`config.mk`:
```
export PLATFORM = sky130hd
export DESIGN_NAME = uart_msg_scheduler_flat
export DESIGN_NICKNAME = d
export VERILOG_FILES = /design/src/rtl/uart_msg_scheduler_if.sv /design/src/rtl/uart_msg_scheduler.sv /design/src/flat_wrapper.sv
export SDC_FILE = /design/constraint.sdc
export NUM_CORES = 1
export LEC_CHECK = 0
export ABC_CLOCK_PERIOD_IN_PS = 2860
export CORE_MARGIN = 2
export CORE_UTILIZATION = 60
export DETAILED_ROUTE_END_ITERATION = 12
export DONT_BUFFER_PORTS = 1
export PLACE_DENSITY = 0.76
export SYNTH_ARGS = -nofsm -noshare
export SYNTH_HDL_FRONTEND = slang
export SYNTH_SLANG_ARGS = --single-unit
```
`constraint.sdc`:
```
create_clock -name clk -period 2.86 [get_ports clk]
set_clock_uncertainty 0.1 [all_clocks]
set_input_delay 0.429 -clock clk [delete_from_list [all_inputs] [get_ports clk]]
set_output_delay 0.429 -clock clk [all_outputs]
set_load 0.02 [all_outputs]
```
`src/rtl/uart_msg_scheduler_if.sv`:
```
// Handshake bundle between the message scheduler, the character source,
// the UART receive path and the UART transmitter.
// Ports: msg_req, rx_valid/rx_data (receive), char_data/char_last/char_next
// (source), tx_busy/tx_start/tx_data (transmitter), busy/msg_done/echo_ovf.
// master: scheduler side; slave: surrounding environment.
interface uart_msg_scheduler_if;
   logic       msg_req;
   logic       rx_valid;
   logic [7:0] rx_data;
   logic [7:0] char_data;
   logic       char_last;
   logic       char_next;
   logic       tx_busy;
   logic       tx_start;
   logic [7:0] tx_data;
   logic       busy;
   logic       msg_done;
   logic       echo_ovf;

   modport master (
      input  msg_req, rx_valid, rx_data,
      input  char_data, char_last, tx_busy,
      output char_next, tx_start, tx_data,
      output busy, msg_done, echo_ovf
   );

   modport slave (
      output msg_req, rx_valid, rx_data,
      output char_data, char_last, tx_busy,
      input  char_next, tx_start, tx_data,
      input  busy, msg_done, echo_ovf
   );
endinterface

```
`src/rtl/uart_msg_scheduler.sv`:
```
// Arbitrates one UART transmitter between byte echo and whole-message
// transmission from a character source, with settle and gap windows.
// Ports: clk, rst (sync, active high), bus (uart_msg_scheduler_if.master).
// Build option: MSG_CRLF_EN appends 0x0D 0x0A to every message.
module uart_msg_scheduler #(
   parameter int SETTLE_CYCLES = 2,
   parameter int GAP_CYCLES    = 0
) (
   input logic                  clk,
   input logic                  rst,
   uart_msg_scheduler_if.master bus
);

   typedef enum logic [2:0] {
      IDLE, ECHO_START, MSG_SETTLE, MSG_START,
      WAIT_HI, WAIT_LO, GAP
   } state_t;

   // What the byte currently in flight is.
   typedef enum logic [1:0] {
      K_ECHO, K_MSG, K_CR, K_LF
   } kind_t;

   localparam logic [3:0] SETTLE_END = 4'(SETTLE_CYCLES - 1);
   // A zero gap still spends one cycle in GAP.
   localparam logic [7:0] GAP_END =
      (GAP_CYCLES > 1) ? 8'(GAP_CYCLES - 1) : 8'd0;

   state_t     state;
   kind_t      kind;
   logic       last;
   logic       msg_pend;
   logic       echo_pend;
   logic [7:0] echo_buf;
   logic [3:0] scnt;
   logic [7:0] gcnt;

   logic echo_free;
   logic pulse_cn;
   logic pulse_done;

   // The buffer counts as free in the cycle its byte is handed over.
   assign echo_free = !echo_pend ||
                      (state == ECHO_START && kind == K_ECHO);
   assign pulse_cn  = (kind == K_MSG);
`ifdef MSG_CRLF_EN
   assign pulse_done = (kind == K_LF);
`else
   assign pulse_done = (kind == K_MSG) && last;
`endif

   always_ff @(posedge clk) begin
      if (rst) begin
         state         <= IDLE;
         kind          <= K_ECHO;
         last          <= 1'b0;
         msg_pend      <= 1'b0;
         echo_pend     <= 1'b0;
         echo_buf      <= 8'd0;
         scnt          <= 4'd0;
         gcnt          <= 8'd0;
         bus.char_next <= 1'b0;
         bus.tx_start  <= 1'b0;
         bus.tx_data   <= 8'd0;
         bus.busy      <= 1'b0;
         bus.msg_done  <= 1'b0;
         bus.echo_ovf  <= 1'b0;
      end else begin
         bus.tx_start  <= 1'b0;
         bus.char_next <= 1'b0;
         bus.msg_done  <= 1'b0;

         if (bus.msg_req)
            msg_pend <= 1'b1;

         if (bus.rx_valid) begin
            if (echo_free) begin
               echo_buf  <= bus.rx_data;
               echo_pend <= 1'b1;
            end else begin
               bus.echo_ovf <= 1'b1;
            end
         end else if (state == ECHO_START && kind == K_ECHO) begin
            echo_pend <= 1'b0;
         end

         unique case (state)
            IDLE: begin
               if (echo_pend) begin
                  state        <= ECHO_START;
                  kind         <= K_ECHO;
                  bus.tx_start <= 1'b1;
                  bus.tx_data  <= echo_buf;
                  bus.busy     <= 1'b1;
               // A byte arriving now must be echoed before the message.
               end else if (!bus.rx_valid &&
                            (bus.msg_req || msg_pend)) begin
                  state    <= MSG_SETTLE;
                  kind     <= K_MSG;
                  msg_pend <= 1'b0;
                  scnt     <= 4'd0;
                  bus.busy <= 1'b1;
               end
            end
            ECHO_START: state <= WAIT_HI;
            MSG_SETTLE: begin
               if (scnt == SETTLE_END) begin
                  state        <= MSG_START;
                  bus.tx_start <= 1'b1;
                  bus.tx_data  <= bus.char_data;
                  last         <= bus.char_last;
               end else if (scnt != 4'hF) begin
                  scnt <= scnt + 4'd1;
               end
            end
            MSG_START: state <= WAIT_HI;
            WAIT_HI: begin
               if (bus.tx_busy)
                  state <= WAIT_LO;
            end
            WAIT_LO: begin
               if (!bus.tx_busy) begin
                  state <= GAP;
                  gcnt  <= 8'd0;
                  // Pulses are registered, so raise them on entry
                  // to the final GAP cycle.
                  if (GAP_END == 8'd0) begin
                     bus.char_next <= pulse_cn;
                     bus.msg_done  <= pulse_done;
                  end
               end
            end
            GAP: begin
               if (gcnt == GAP_END) begin
                  unique case (kind)
                     K_MSG: begin
                        if (!last) begin
                           state <= MSG_SETTLE;
                           scnt  <= 4'd0;
                        end else begin
`ifdef MSG_CRLF_EN
                           state        <= ECHO_START;
                           kind         <= K_CR;
                           bus.tx_start <= 1'b1;
                           bus.tx_data  <= 8'h0D;
`else
                           state    <= IDLE;
                           bus.busy <= 1'b0;
`endif
                        end
                     end
                     K_CR: begin
                        state        <= ECHO_START;
                        kind         <= K_LF;
                        bus.tx_start <= 1'b1;
                        bus.tx_data  <= 8'h0A;
                     end
                     default: begin
                        state    <= IDLE;
                        bus.busy <= 1'b0;
                     end
                  endcase
               end else begin
                  if (gcnt != 8'hFF)
                     gcnt <= gcnt + 8'd1;
                  if (gcnt + 8'd1 == GAP_END) begin
                     bus.char_next <= pulse_cn;
                     bus.msg_done  <= pulse_done;
                  end
               end
            end
            default: begin
               state    <= IDLE;
               bus.busy <= 1'b0;
            end
         endcase
      end
   end

endmodule

```
`src/flat_wrapper.sv`:
```
// flat-port wrapper written by rule: the top's interface ports become plain ports
module uart_msg_scheduler_flat 
#(
   parameter int SETTLE_CYCLES = 2,
   parameter int GAP_CYCLES    = 0
)
  (clk, rst, bus_msg_req, bus_rx_valid, bus_rx_data, bus_char_data, bus_char_last, bus_tx_busy, bus_char_next, bus_tx_start, bus_tx_data, bus_busy, bus_msg_done, bus_echo_ovf);
  uart_msg_scheduler_if bus_i ();
  input logic clk;
  input logic rst;
  input wire logic [$bits(bus_i.msg_req)-1:0] bus_msg_req;
  input wire logic [$bits(bus_i.rx_valid)-1:0] bus_rx_valid;
  input wire logic [$bits(bus_i.rx_data)-1:0] bus_rx_data;
  input wire logic [$bits(bus_i.char_data)-1:0] bus_char_data;
  input wire logic [$bits(bus_i.char_last)-1:0] bus_char_last;
  input wire logic [$bits(bus_i.tx_busy)-1:0] bus_tx_busy;
  output wire logic [$bits(bus_i.char_next)-1:0] bus_char_next;
  output wire logic [$bits(bus_i.tx_start)-1:0] bus_tx_start;
  output wire logic [$bits(bus_i.tx_data)-1:0] bus_tx_data;
  output wire logic [$bits(bus_i.busy)-1:0] bus_busy;
  output wire logic [$bits(bus_i.msg_done)-1:0] bus_msg_done;
  output wire logic [$bits(bus_i.echo_ovf)-1:0] bus_echo_ovf;
  assign bus_i.msg_req = bus_msg_req;
  assign bus_i.rx_valid = bus_rx_valid;
  assign bus_i.rx_data = bus_rx_data;
  assign bus_i.char_data = bus_char_data;
  assign bus_i.char_last = bus_char_last;
  assign bus_i.tx_busy = bus_tx_busy;
  assign bus_char_next = bus_i.char_next;
  assign bus_tx_start = bus_i.tx_start;
  assign bus_tx_data = bus_i.tx_data;
  assign bus_busy = bus_i.busy;
  assign bus_msg_done = bus_i.msg_done;
  assign bus_echo_ovf = bus_i.echo_ovf;
  uart_msg_scheduler #(.SETTLE_CYCLES(SETTLE_CYCLES), .GAP_CYCLES(GAP_CYCLES)) u_core (.clk(clk), .rst(rst), .bus(bus_i));
endmodule
```
After elaboration in Yosys (flattened, before gate mapping)
Cells that the tools add are included.
{"block": "word_totals", "output_inout_bits": 13, "reg_bits": 41}
{"block": "classes", "eq_ne": 29, "muxes": 57, "n_addsub": 2, "n_bitwise": 2, "reduce_logical": 27}
{"cell": "2-to-1 mux 8 bit", "n": 7}
{"cell": "2-to-1 mux 4 bit", "n": 7}
{"cell": "case mux 8 bit (3 select lines)", "n": 1}
{"cell": "2-to-1 mux 1 bit", "n": 21}
{"cell": "2-to-1 mux 3 bit", "n": 6}
{"cell": "case mux 3 bit (6 select lines)", "n": 1}
{"cell": "zero test 8 bit", "n": 2}
{"cell": "inequality test 2 x 1 -> 1 bit, second input constant", "n": 8}
{"cell": "inequality test 2 bit, second input constant", "n": 8}
{"cell": "case mux 8 bit (2 select lines)", "n": 1}
{"cell": "AND reduction 5 bit", "n": 3}
{"cell": "case mux 4 bit (3 select lines)", "n": 1}
{"cell": "2-to-1 mux 2 bit", "n": 5}
{"cell": "== test 3 bit, second input constant", "n": 3}
{"cell": "adder 8 x 1 -> 8 bit, second input constant", "n": 1}
{"cell": "inequality test 8 bit, second input constant", "n": 1}
{"cell": "case mux 2 bit (2 select lines)", "n": 2}
{"cell": "AND reduction 2 bit", "n": 4}
{"cell": "AND reduction 4 bit", "n": 2}
{"cell": "AND reduction 8 bit", "n": 1}
{"cell": "== test 3 x 2 -> 1 bit, second input constant", "n": 2}
{"cell": "case mux 1 bit (2 select lines)", "n": 3}
{"cell": "case mux 1 bit (3 select lines)", "n": 2}
{"cell": "nonzero test 2 bit", "n": 3}
{"cell": "other kinds (17)", "n": 22}

Logic depth before layout (Yosys ltp)
Gate-level depths: netlist of run 1.
{"block": "logic_depth", "word_depth": 5, "ltp_mapped": 8, "ltp_nobuf": 7}

Least setup slack after synthesis of run 1
Ideal clock, no wire load.
{"block": "synth_path", "path_type": "register -> register", "start": "register u_core.gcnt[0]", "end": "register u_core.scnt[1]", "required_time_ps": 2693, "stages_incl_launch_ff": 8, "t_arrival_ps": 2145, "setup_time_ps": 67, "path_slack_ps": 548, "path_buffers": 0, "synth_period_minus_slack_ps": 2312, "path_cell_list": "dfxtp_1 inv_1 ha_1 or3b_2 o41a_1 a211o_1 or3_1 a21oi_2"}
{"block": "synth_between", "elab_chain_len": 3}
{"item": "start: declaration", "line_no": "uart_msg_scheduler.sv:36", "source": "logic [7:0] gcnt;"}
{"item": "start signal: assignment", "line_no": "uart_msg_scheduler.sv:165", "source": "gcnt <= gcnt + 8'd1;"}
{"item": "zero test 8 bit", "line_no": "uart_msg_scheduler.sv:134", "source": "if (gcnt == GAP_END) begin"}
{"item": "inequality test 2 x 1 -> 1 bit (no line)"}
{"item": "AND reduction 8 bit (no line)"}
{"item": "end signal: assignment", "line_no": "uart_msg_scheduler.sv:113", "source": "scnt <= scnt + 4'd1;"}
{"item": "end: declaration", "line_no": "uart_msg_scheduler.sv:35", "source": "logic [3:0] scnt;"}
No other way between the ends.
A chain may end at the register's enable or synchronous reset.

Worst setup path after layout of run 1
Same ends and word-level chain as after synthesis.

==> run metrics, run 1 <==
DRC viols=0; critical path type=reg2reg; largest family of logic cells by synthesized area=simple AND/OR/NAND/NOR gates; Net Sw Frac=roughly 40%; Leak Pwr=a little under 0.9 nW; die height=64.2 um; R2R cell count=7; # IOs=35; TritonCTS Buffers=5; multiplexer area fraction after synthesis=0.979%; Tightest Pin Transition=628 ps; Total Die Area=0.00412 mm^2; final wirelength=4.85 mm; FF-to-FF Start=u_core.gcnt[0]; Final Max Tran Viols=0; std cell rows=21; asr flop ratio synth=0%; ANT cells=0; Flop pwr share=47.0%; detailed placer's ending HPWL=3.40 mm; EDFF count, synth=0; vias in the first global route=about 1,800; required time of the critical path=3060 ps; I/O Buffers=0; Mapped Nets=between 200 and 300; clock network fraction of design power=20.5%; sequential share of the synthesized area=37.8%; GP Congestion=between 0.9 and 1; minimum clock period=approximately 2400 ps; share of layout cells above drive strength 1=9.02%; Post-CTS Setup Bufs=0; Die W=64.2 um; PnR worst setup slack=419 ps; library cells used by synthesis=53; Post-Synth Adder-Cell Area=2.88%; Syn Inst Count=272; Final Cycle Share=a little under nine tenths; Routed wire per std cell=15.6 um; Max clock buf depth=2; WHS Endpoint=u_core.scnt[3]; hold depth=1; H-tree levels=2; CTS sink cnt=41; GRT Util Overall=25.3%; Synth Cell Area=between 0.002 and 0.0025 mm^2; Post-DRT Antenna Nets=0; max-cap viol count=0; top cells by count, synth=dfxtp_1 (41), a21oi_1 (31), nor2_1 (27), nand2_1 (20), clkbuf_1 (16); Vias/cell=6.19; initial antenna violation count=0; Logic pwr share=between 30 and 40%; Synth Register Bits=41; Worst Setup End Kind=register; Reg-to-Reg End=u_core.scnt[1]; core footprint=between 0.003 and 0.004 mm^2; Worst Setup Start Kind=register; setup_tns=0 ps; First-pass DRT Iterations=4; unrepaired setup endpoints after global routing=no; Reg clk slew, reported paths=about 120 ps; first-pass GRT wire length=8.23 mm; Hold Crit Start=rst; most frequent cell after synthesis=dfxtp_1; final count of hold timing violations=0; Int Pwr=1.17 mW; xor/xnor share of the synthesized area=0.806%; Area Growth Syn to Fin=5.01%; relative slew slack=58.1%; P_sw=around 0.77 mW; worst-path fanout max=7; PwrDens=~850 mW/mm^2; nets=292; largest net degree at the start of global routing=42; Synth Warn #=0; worst-skew pair later-pin latency=between 300 and 400 ps; Yosys top cell area share=37.8%; GRT overflow=0; status=finished clean; Post-synth top flop=dfxtp_1; post_cts resized=0; Initial Utilization=~64%; Max VDD drop=between 0.5 and 0.6 mV; r2r setup slk=roughly 420 ps; Min-Delay Path Class=in2reg; synth top area cells=dfxtp_1 (38%), a21oi_1 (7.1%), nor2_1 (4.7%), nand2_1 (3.5%), a211oi_1 (3.1%); Critical Path AT=2640 ps; area leader, netlist=dfxtp_1; Fill cells=293; Max Freq=410 MHz; Final Power=between 1.5 and 2 mW; footprint of the multi-input gates=0.00124 mm^2; Compound-Gate Fraction of Synth Area=roughly 22%; Post-Synth Simple-Gate Area=30.6%; # setup viols final=0; initial DRC count=300; Clk Tree Root Cell=clkbuf_4; Place WS=453 ps; CTS tree=yes; vias post-DR=between 1,500 and 2,000; Avg Synthesized Cell Area=7.99 um^2; storage element area=821 um^2
==> routing by layer <==
metal  part of all wire (%)  GRT usage (%)  up-vias  wire length [um]
met1                     48           35.7      874              2330
met5                      0              0        -                 0
met4                    1.2           8.78        0                58
li1                       -              -      978                 -
met2                     43           37.8       75              2100
met3                    7.5           5.81        5               362
==> kinds of logic (layout without fill, tap and decap cells) <==
group                      count (synthesis)  in the layout
AOI/OAI and AO/OA                         73             73
xor gates and xnor gates                   2              2
and+or+nand+nor                          121            121
muxes                                      2              2
buffers and inverters                     28             22
adders and majority gates                  5              5
DFF                                       41             41
==> cell usage in the layout, fill, tap and decap left out, drive strengths merged, types with 4 or more instances in the layout <==
cell	count
dfxtp	41
a21oi	32
nor2	27
nand2	20
nand3	13
and3	10
nor3	10
inv	9
a211oi	9
o21ai	7
clkbuf	7
nand2b	5
nand4	5
ha	5
nor2b	4
a31oi	4
or3	4
buf	4
==> timing repair <==
item | in CTS | in global routing
hold buffers | 0 | 1
hold endpoints to repair | 0 | 1
endpoints found under the setup margin | 0 | 0
==> worst max-delay path by stage <==
stage | startpoint | endpoint | depth (start not counted)
after CTS | u_core.gcnt[0] | u_core.scnt[1] | 7
after global placement | u_core.gcnt[0] | u_core.scnt[1] | 7
after detailed placement | u_core.gcnt[0] | u_core.scnt[1] | 7
after floorplan | u_core.gcnt[0] | u_core.scnt[1] | 7
final | u_core.gcnt[0] | u_core.scnt[1] | 7
after global routing | u_core.gcnt[1] | u_core.scnt[1] | 7
==> power by group through the flow <==
stage	sequential (mW)	clock (mW)	combinational (mW)
after CTS	0.909	0.404	0.622
after detailed placement	0.924	0	0.617
after global placement	0.919	0	0.611
after floorplan	0.846	0	0.558
after global routing	0.935	0.419	0.716
final	0.911	0.398	0.628
==> state kept, by name (all words and copies together) (netlist names) <==
name	cells
u_core.bus.busy	1
u_core.bus.char_next	1
u_core.bus.echo_ovf	1
u_core.bus.msg_done	1
u_core.bus.tx_data	8
u_core.bus.tx_start	1
u_core.echo_buf	8
u_core.echo_pend	1
u_core.gcnt	8
u_core.kind	2
u_core.last	1
u_core.msg_pend	1
u_core.scnt	4
u_core.state	3
==> critical path: stages, from the launching register on <==
cell and delay (ps):
dfxtp_1 390, inv_1 80, ha_1 170, or3b_2 480
o41a_1 390, a211o_1 270, or3_1 370, a21oi_2 130
==> stage by stage <==
stage | util, % | instance area, um^2 | instances | hold slack [ps]
global route | 66.8 | 2280 | 312 | 13.4
CTS | 66.5 | 2270 | 311 | 7.80
finish | 66.8 | 2280 | 312 | 23.3
detailed placement | 64.0 | 2190 | 303 | 348
global placement | 64.0 | 2190 | 303 | 342
floorplan | - | 2170 | 272 | 336
==> area by class of cell <==
| cell class | count | area share, % |
|---|---|---|
| inverters | 9 | 1.48 |
| multi-input cells | 203 | 54.5 |
| flip-flops and latches | 41 | 36.0 |
| clock buffers | 7 | 2.41 |
| repair buffers | 5 | 1.76 |
| well taps | 46 | 2.52 |
| clock inverters | 1 | 1.32 |
Note: power is estimated with default switching activity, not from simulation.
==> run 2, diff against run 1 <==
--- a/config.mk
+++ b/config.mk
@@ -14,3 +14,4 @@
 export SYNTH_ARGS = -nofsm -noshare
 export SYNTH_HDL_FRONTEND = slang
 export SYNTH_SLANG_ARGS = --single-unit
+export TNS_END_PERCENT = 10
==> results of run 2 <==
The final DEF is identical to that of run 1; final timing and power are the same.
==> run 3, diff against run 2 <==
--- a/config.mk
+++ b/config.mk
@@ -11,6 +11,7 @@
 export DETAILED_ROUTE_END_ITERATION = 12
 export DONT_BUFFER_PORTS = 1
 export PLACE_DENSITY = 0.76
+export SKIP_LAST_GASP = 1
 export SYNTH_ARGS = -nofsm -noshare
 export SYNTH_HDL_FRONTEND = slang
 export SYNTH_SLANG_ARGS = --single-unit
==> results of run 3 <==
The final DEF is identical to that of run 1; final timing and power are the same.
